<file path="config.mk">
export PLATFORM = sky130hd
export DESIGN_NAME = fault_campaign_ctrl
export DESIGN_NICKNAME = d
export VERILOG_FILES = /design/src/rtl/fault_campaign_ctrl.sv
export SDC_FILE = /design/constraint.sdc
export NUM_CORES = 1
export LEC_CHECK = 0
export ABC_AREA = 1
export CAP_MARGIN = 15
export CORE_UTILIZATION = 25
export CTS_CLUSTER_DIAMETER = 80
export DETAILED_ROUTE_END_ITERATION = 6
export DONT_BUFFER_PORTS = 1
export SYNTH_ARGS = -nofsm -noshare
export SYNTH_HDL_FRONTEND = slang
export SYNTH_SLANG_ARGS = --single-unit
</file>
<file path="constraint.sdc">
create_clock -name clk -period 6.72 [get_ports clk]
set_input_delay 1.68 -clock clk [delete_from_list [all_inputs] [get_ports clk]]
set_output_delay 1.68 -clock clk [all_outputs]
set_load 0.005 [all_outputs]
</file>
<file path="src/rtl/fault_campaign_ctrl.sv">
// ---------------------------------------------------------------------------
// fault_campaign_ctrl
//
// Purpose: sequential stuck-at fault campaign for a W-bit adder. Runs one
// fault-free golden pass over every {Cin, Y, X} vector, then for each enabled
// polarity (SA0, SA1) injects a fault at each gate GID_BASE..GID_BASE+NUM_GATES-1
// in turn and replays every vector, counting mismatches against an internal
// golden sum.
//
// Ports:
//   clk, rst_n        clock (rising edge), asynchronous active-low reset
//   start             begin a campaign (accepted in IDLE or DONE)
//   abort             return to IDLE on the next edge, counters retained
//   pol_sel[1:0]      bit0 enables the SA0 pass, bit1 the SA1 pass
//   dut_S, dut_Cout   adder response
//   X, Y, Cin         stimulus, held stable through APPLY and CHECK
//   fault_en_bus      one-hot fault enable (or zero), fault_val = stuck value
//   busy, done        campaign running / finished (done is a level)
//   golden_fail       mismatch seen with no fault injected
//   err_count         saturating count of mismatching vectors in fault passes
//   detected_mask     bit g set if the fault at gate GID_BASE+g was detected
//   dbg_state         current FSM state (0 IDLE, 1 APPLY, 2 CHECK, 3 DONE)
// ---------------------------------------------------------------------------
module fault_campaign_ctrl #(
    parameter int NG        = 128,
    parameter int W         = 4,
    parameter int NUM_GATES = 8,
    parameter int GID_BASE  = 0
) (
    input  logic                 clk,
    input  logic                 rst_n,
    input  logic                 start,
    input  logic                 abort,
    input  logic [1:0]           pol_sel,
    input  logic [W-1:0]         dut_S,
    input  logic                 dut_Cout,
    output logic [W-1:0]         X,
    output logic [W-1:0]         Y,
    output logic                 Cin,
    output logic [NG-1:0]        fault_en_bus,
    output logic                 fault_val,
    output logic                 busy,
    output logic                 done,
    output logic                 golden_fail,
    output logic [15:0]          err_count,
    output logic [NUM_GATES-1:0] detected_mask,
    output logic [1:0]           dbg_state
);

    localparam int VW = 2 * W + 1;
    localparam int GW = (NUM_GATES > 1) ? $clog2(NUM_GATES) : 1;
    localparam logic [VW-1:0] V_LAST = '1;
    localparam logic [GW-1:0] G_LAST = GW'(NUM_GATES - 1);

    typedef enum logic [1:0] {S_IDLE = 2'd0, S_APPLY = 2'd1, S_CHECK = 2'd2, S_DONE = 2'd3} state_t;
    typedef enum logic [1:0] {P_GOLD = 2'd0, P_SA0 = 2'd1, P_SA1 = 2'd2} pass_t;

    state_t               state_q, state_d;
    pass_t                pass_q, pass_d;
    logic [VW-1:0]        v_q, v_d;
    logic [GW-1:0]        g_q, g_d;
    logic [1:0]           pol_q, pol_d;
    logic [15:0]          err_q, err_d;
    logic [NUM_GATES-1:0] mask_q, mask_d;
    logic                 gfail_q, gfail_d;
    logic                 done_q, done_d;

    logic [W-1:0]         x_q, x_d, y_q, y_d;
    logic                 cin_q, cin_d;
    logic [NG-1:0]        fen_q, fen_d;
    logic                 fval_q, fval_d;
    logic                 busy_q, busy_d;

    logic [W:0]           golden;
    logic                 mismatch;
    logic                 nxt_pass_ok;
    pass_t                nxt_pass;

    // Golden sum is taken from the registered stimulus, which the DUT sees too.
    assign golden   = {1'b0, x_q} + {1'b0, y_q} + {{W{1'b0}}, cin_q};
    assign mismatch = ({dut_Cout, dut_S} != golden);

    // Which fault pass follows the current one, using pol_sel latched at start.
    always_comb begin
        nxt_pass_ok = 1'b0;
        nxt_pass    = P_SA1;
        case (pass_q)
            P_GOLD: begin
                if (pol_q[0]) begin
                    nxt_pass_ok = 1'b1;
                    nxt_pass    = P_SA0;
                end else if (pol_q[1]) begin
                    nxt_pass_ok = 1'b1;
                end
            end
            P_SA0:   nxt_pass_ok = pol_q[1];
            default: nxt_pass_ok = 1'b0;
        endcase
    end

    // Process 1: state register (plus the loop counters and result registers).
    always_ff @(posedge clk or negedge rst_n) begin
        if (!rst_n) begin
            state_q <= S_IDLE;
            pass_q  <= P_GOLD;
            v_q     <= '0;
            g_q     <= '0;
            pol_q   <= '0;
            err_q   <= '0;
            mask_q  <= '0;
            gfail_q <= 1'b0;
            done_q  <= 1'b0;
        end else begin
            state_q <= state_d;
            pass_q  <= pass_d;
            v_q     <= v_d;
            g_q     <= g_d;
            pol_q   <= pol_d;
            err_q   <= err_d;
            mask_q  <= mask_d;
            gfail_q <= gfail_d;
            done_q  <= done_d;
        end
    end

    // Process 2: next-state and loop-advance logic. abort overrides everything.
    always_comb begin
        state_d = state_q;
        pass_d  = pass_q;
        v_d     = v_q;
        g_d     = g_q;
        pol_d   = pol_q;
        err_d   = err_q;
        mask_d  = mask_q;
        gfail_d = gfail_q;
        done_d  = done_q;
        if (abort) begin
            state_d = S_IDLE;
        end else begin
            case (state_q)
                S_IDLE, S_DONE: begin
                    if (start) begin
                        state_d = S_APPLY;
                        pass_d  = P_GOLD;
                        v_d     = '0;
                        g_d     = '0;
                        pol_d   = pol_sel;
                        err_d   = '0;
                        mask_d  = '0;
                        gfail_d = 1'b0;
                        done_d  = 1'b0;
                    end
                end
                S_APPLY: state_d = S_CHECK;
                S_CHECK: begin
                    if (mismatch && pass_q == P_GOLD) begin
                        gfail_d = 1'b1;
                        done_d  = 1'b1;
                        state_d = S_DONE;
                    end else begin
                        if (mismatch) begin
                            if (err_q != 16'hFFFF) err_d = err_q + 16'd1;
                            mask_d[g_q] = 1'b1;
                        end
                        state_d = S_APPLY;
                        v_d     = v_q + 1'b1;  // wraps to 0 after V_LAST
                        if (v_q == V_LAST) begin
                            // The golden pass has no gate loop: it ends after one sweep.
                            if (pass_q == P_GOLD || g_q == G_LAST) begin
                                g_d = '0;
                                if (nxt_pass_ok) begin
                                    pass_d = nxt_pass;
                                end else begin
                                    state_d = S_DONE;
                                    done_d  = 1'b1;
                                end
                            end else begin
                                g_d = g_q + 1'b1;
                            end
                        end
                    end
                end
                default: state_d = S_IDLE;
            endcase
        end
    end

    // Process 3: registered outputs, derived from the upcoming state so the
    // stimulus and fault enable are already valid during the APPLY cycle.
    always_comb begin
        x_d    = '0;
        y_d    = '0;
        cin_d  = 1'b0;
        fen_d  = '0;
        fval_d = 1'b0;
        busy_d = (state_d == S_APPLY) || (state_d == S_CHECK);
        if (busy_d) begin
            x_d   = v_d[W-1:0];
            y_d   = v_d[2*W-1:W];
            cin_d = v_d[2*W];
            if (pass_d != P_GOLD) begin
                fen_d  = {{(NG-1){1'b0}}, 1'b1} << (GID_BASE + int'(g_d));
                fval_d = (pass_d == P_SA1);
            end
        end
    end

    always_ff @(posedge clk or negedge rst_n) begin
        if (!rst_n) begin
            x_q    <= '0;
            y_q    <= '0;
            cin_q  <= 1'b0;
            fen_q  <= '0;
            fval_q <= 1'b0;
            busy_q <= 1'b0;
        end else begin
            x_q    <= x_d;
            y_q    <= y_d;
            cin_q  <= cin_d;
            fen_q  <= fen_d;
            fval_q <= fval_d;
            busy_q <= busy_d;
        end
    end

    assign X             = x_q;
    assign Y             = y_q;
    assign Cin           = cin_q;
    assign fault_en_bus  = fen_q;
    assign fault_val     = fval_q;
    assign busy          = busy_q;
    assign done          = done_q;
    assign golden_fail   = gfail_q;
    assign err_count     = err_q;
    assign detected_mask = mask_q;
    assign dbg_state     = state_q;

endmodule

</file>
==> impl_metrics.json <==
{
  "status": "complete, no violations",
  "pwr-share-clk_pct": 39.0,
  "clk_latency_ns": 0.33,
  "yosys_register_bits": 63,
  "core_area_mm2": 0.0175,
  "swShare_pct": 35.0,
  "cts_hold_buf": 0,
  "die-area_mm2": 0.0187,
  "finalSetupViolCount": 0,
  "hold_path_class": "reg2reg",
  "numClockSinks": 63,
  "grt_antenna_before_repair": 1,
  "synth_area_mm2": 0.00455,
  "start_util_pct": 25.9,
  "cap_violations": 0,
  "vdd_ir_drop_max_mv": 0.119,
  "leakagePower_nw": 2.28,
  "grt_pass1_wl_um": 14400,
  "cpPeakStageDelay_ns": 0.68,
  "dieHeight_um": 137,
  "portBuffers": 0,
  "ys_seq_area_share_pct": 34.7,
  "viasPerCell": 3.89,
  "critPathRequiredTime_ns": 6.90,
  "cp_cell_sequence": "inv_1, nand3_1, nor2_1, inv_2, nand2_4, nand2_2, inv_1, nand3_1, nand2_1, nor2_1",
  "cts_inserted_buffers": 9,
  "post-route-period-util_pct": 50.2,
  "grt_pass1_vias": 2677,
  "wl_per_cell_um": 11.7,
  "fin_skew_ns": 0.0103,
  "dp_cells": 780,
  "htree_levels": 3,
  "grt_usage_pct": 10.1,
  "slowest_stage": "nor2_1",
  "rows": 48,
  "area_growth_pct": 1.60,
  "grt_overflow_total": 0,
  "post_route_cells_drive_above_1_share_pct": 9.46,
  "vias": 3099,
  "remaining_drc_errors": 0,
  "cts_setup_buffers": 0,
  "rsz0062_at_grt": "false",
  "end_kind": "register",
  "crit_fanout": 22,
  "hold_violations": 0,
  "startpoint_type": "primary input",
  "post-route-min-period_ns": 3.38,
  "fin_cells": 797,
  "ctsLongestPathBuffers": 2,
  "max_slew_margin_pct": 43.0,
  "power_switching_mw": 0.453,
  "fmax_mhz": 296,
  "globalplace.congestion": 0.813,
  "drt_pre_antenna_iters": 4,
  "ant_nets": 0,
  "slew_viol_final": 0,
  "pwr_density_cell_mw_per_mm2": 280,
  "grt_max_degree": 64,
  "yosysUniqueCellTypes": 40,
  "cp_top_family": "simple AND/OR/NAND/NOR gates",
  "intPower_mw": 0.840,
  "root_buffer": "clkbuf_16",
  "combPwrFrac_pct": 24.5,
  "post_cts_resized": 0,
  "final_nets": 590,
  "power_frac_seq_pct": 36.6,
  "criticalPathCategory": "in2reg",
  "ios": 178,
  "worst_pin_slew_ns": 0.852,
  "place_hpwl_um": 7070,
  "path_buf_inv": 3,
  "drt_iter0_markers": 180,
  "cts_tree": "built",
  "syn_inst": 564,
  "worstPathArrival_ns": 3.56,
  "synth_warnings": 0,
  "clk_pin_slew_ns": 0.05,
  "wirelength_um": 9320,
  "fin_tns_setup_ns": 0,
  "die_w_um": 137,
  "syn_area_per_cell_um2": 8.06
}
==> per-stage QoR <==
stage	setup slack, ns	cell area (um^2)	hold slack (ns)	power (mW)	util (%)
global route	3.12	4620	0.544	1.39	26.3
CTS	3.33	4620	0.508	1.31	26.3
global placement	3.08	4290	0.498	0.796	24.5
floorplan	3.86	4990	0.480	0.789	-
finish	3.34	4620	0.505	1.29	26.3
detailed placement	2.99	4290	0.496	0.800	24.5
==> layout by cell type (no fill, tap or decap), types with 11 or more instances in the layout <==
cell and n:
ha_1 11, a21oi_1 13, o21ai_0 14, nor3_1 12, conb_1 120, inv_1 76
nand3_1 35, nand4_1 16, nor2_1 41, dfrtp_1 63, nand2_1 77
==> power by group through the flow <==
stage	Combinational [mW]	Sequential [mW]	Clock, mW
after CTS	0.320	0.474	0.518
after detailed placement	0.319	0.481	0
final	0.316	0.473	0.504
after global placement	0.316	0.480	0
after floorplan	0.328	0.461	0
after global routing	0.368	0.481	0.540
==> final cells by class <==
class                      instances  area [um^2]
clock buffer                      10          229
sequential                        63         1580
antenna                            1         2.50
fill                            1933        12900
inverter                          83          313
multi-input combinational        409         2120
clock inverter                     6         93.8
tap                              225          282
==> per-layer routing <==
| layer | up-vias | track usage (%) | part of all wire (%) | wire length, um |
|---|---|---|---|---|
| met1 | 1449 | 11.8 | 42 | 3930 |
| met3 | 4 | 5.56 | 9.3 | 866 |
| li1 | 1548 | - | - | - |
| met5 | - | 0 | 0 | 0 |
| met4 | 0 | 2.87 | 0.63 | 59 |
| met2 | 98 | 15.9 | 48 | 4470 |
==> synth_stat cells, drive strengths merged <==
cell type  instances  area, um^2
buf              126         973
nand2             90         395
inv               82         308
dfrtp             63        1580
nor2              47         211
nand3             42         253
o21ai             18        97.6
nand4             16         100
a21oi             13        65.1
nor3              13        76.3
ha                11         138
xor2              10        87.6
o31ai              9        67.6
xnor2              4        35.0
clkbuf             2        7.51
fa                 2        40.0
mux2               2        22.5
nor4               2        12.5
o21a               2        15.0
o22ai              2        12.5
or2                2        12.5
a22o               1        8.76
clkinv             1        5.00
conb               1        3.75
nand3b             1        7.51
o211ai             1        7.51
o21bai             1        7.51
==> sequential cells by signal, indices dropped and copies added (netlist names) <==
register,cells
Cin,1
X,4
Y,4
busy,1
dbg_state,2
detected_mask,8
done,1
err_count,16
fault_en_bus,8
fault_val,1
g_q,3
golden_fail,1
pass_q,2
pol_q,2
v_q,9
==> worst paths after layout <==
kind / slack, ns / startpoint / cells after the start / end
setup reg to reg: 3.74 / X[0] / 12 / err_count[5]
hold / removal: 0.51 / pol_q[0] / 1 / pol_q[0]
hold reg to reg: 0.51 / pol_q[0] / 1 / pol_q[0]
max in group asynchronous: 5.55 / rst_n / 0 / v_q[8]
setup / recovery: 3.34 / abort / 10 / err_count[2]
min in group asynchronous: 1.04 / rst_n / 0 / dbg_state[0]
==> logic make-up after synthesis <==
kind of cell             Yosys count  synth area share (%)
AO/OA/AOI/OAI                     47                  6.19
XOR/XNOR                          14                  2.70
adder cells (fa/ha/maj)           13                  3.91
buffers and inverters            211                  28.5
flip-flops                        63                  34.7
multiplexers                       2                 0.495
other                              1                0.0825
AND/OR/NAND/NOR                  213                  23.5
No activity file was read; power rests on OpenSTA's default activity.
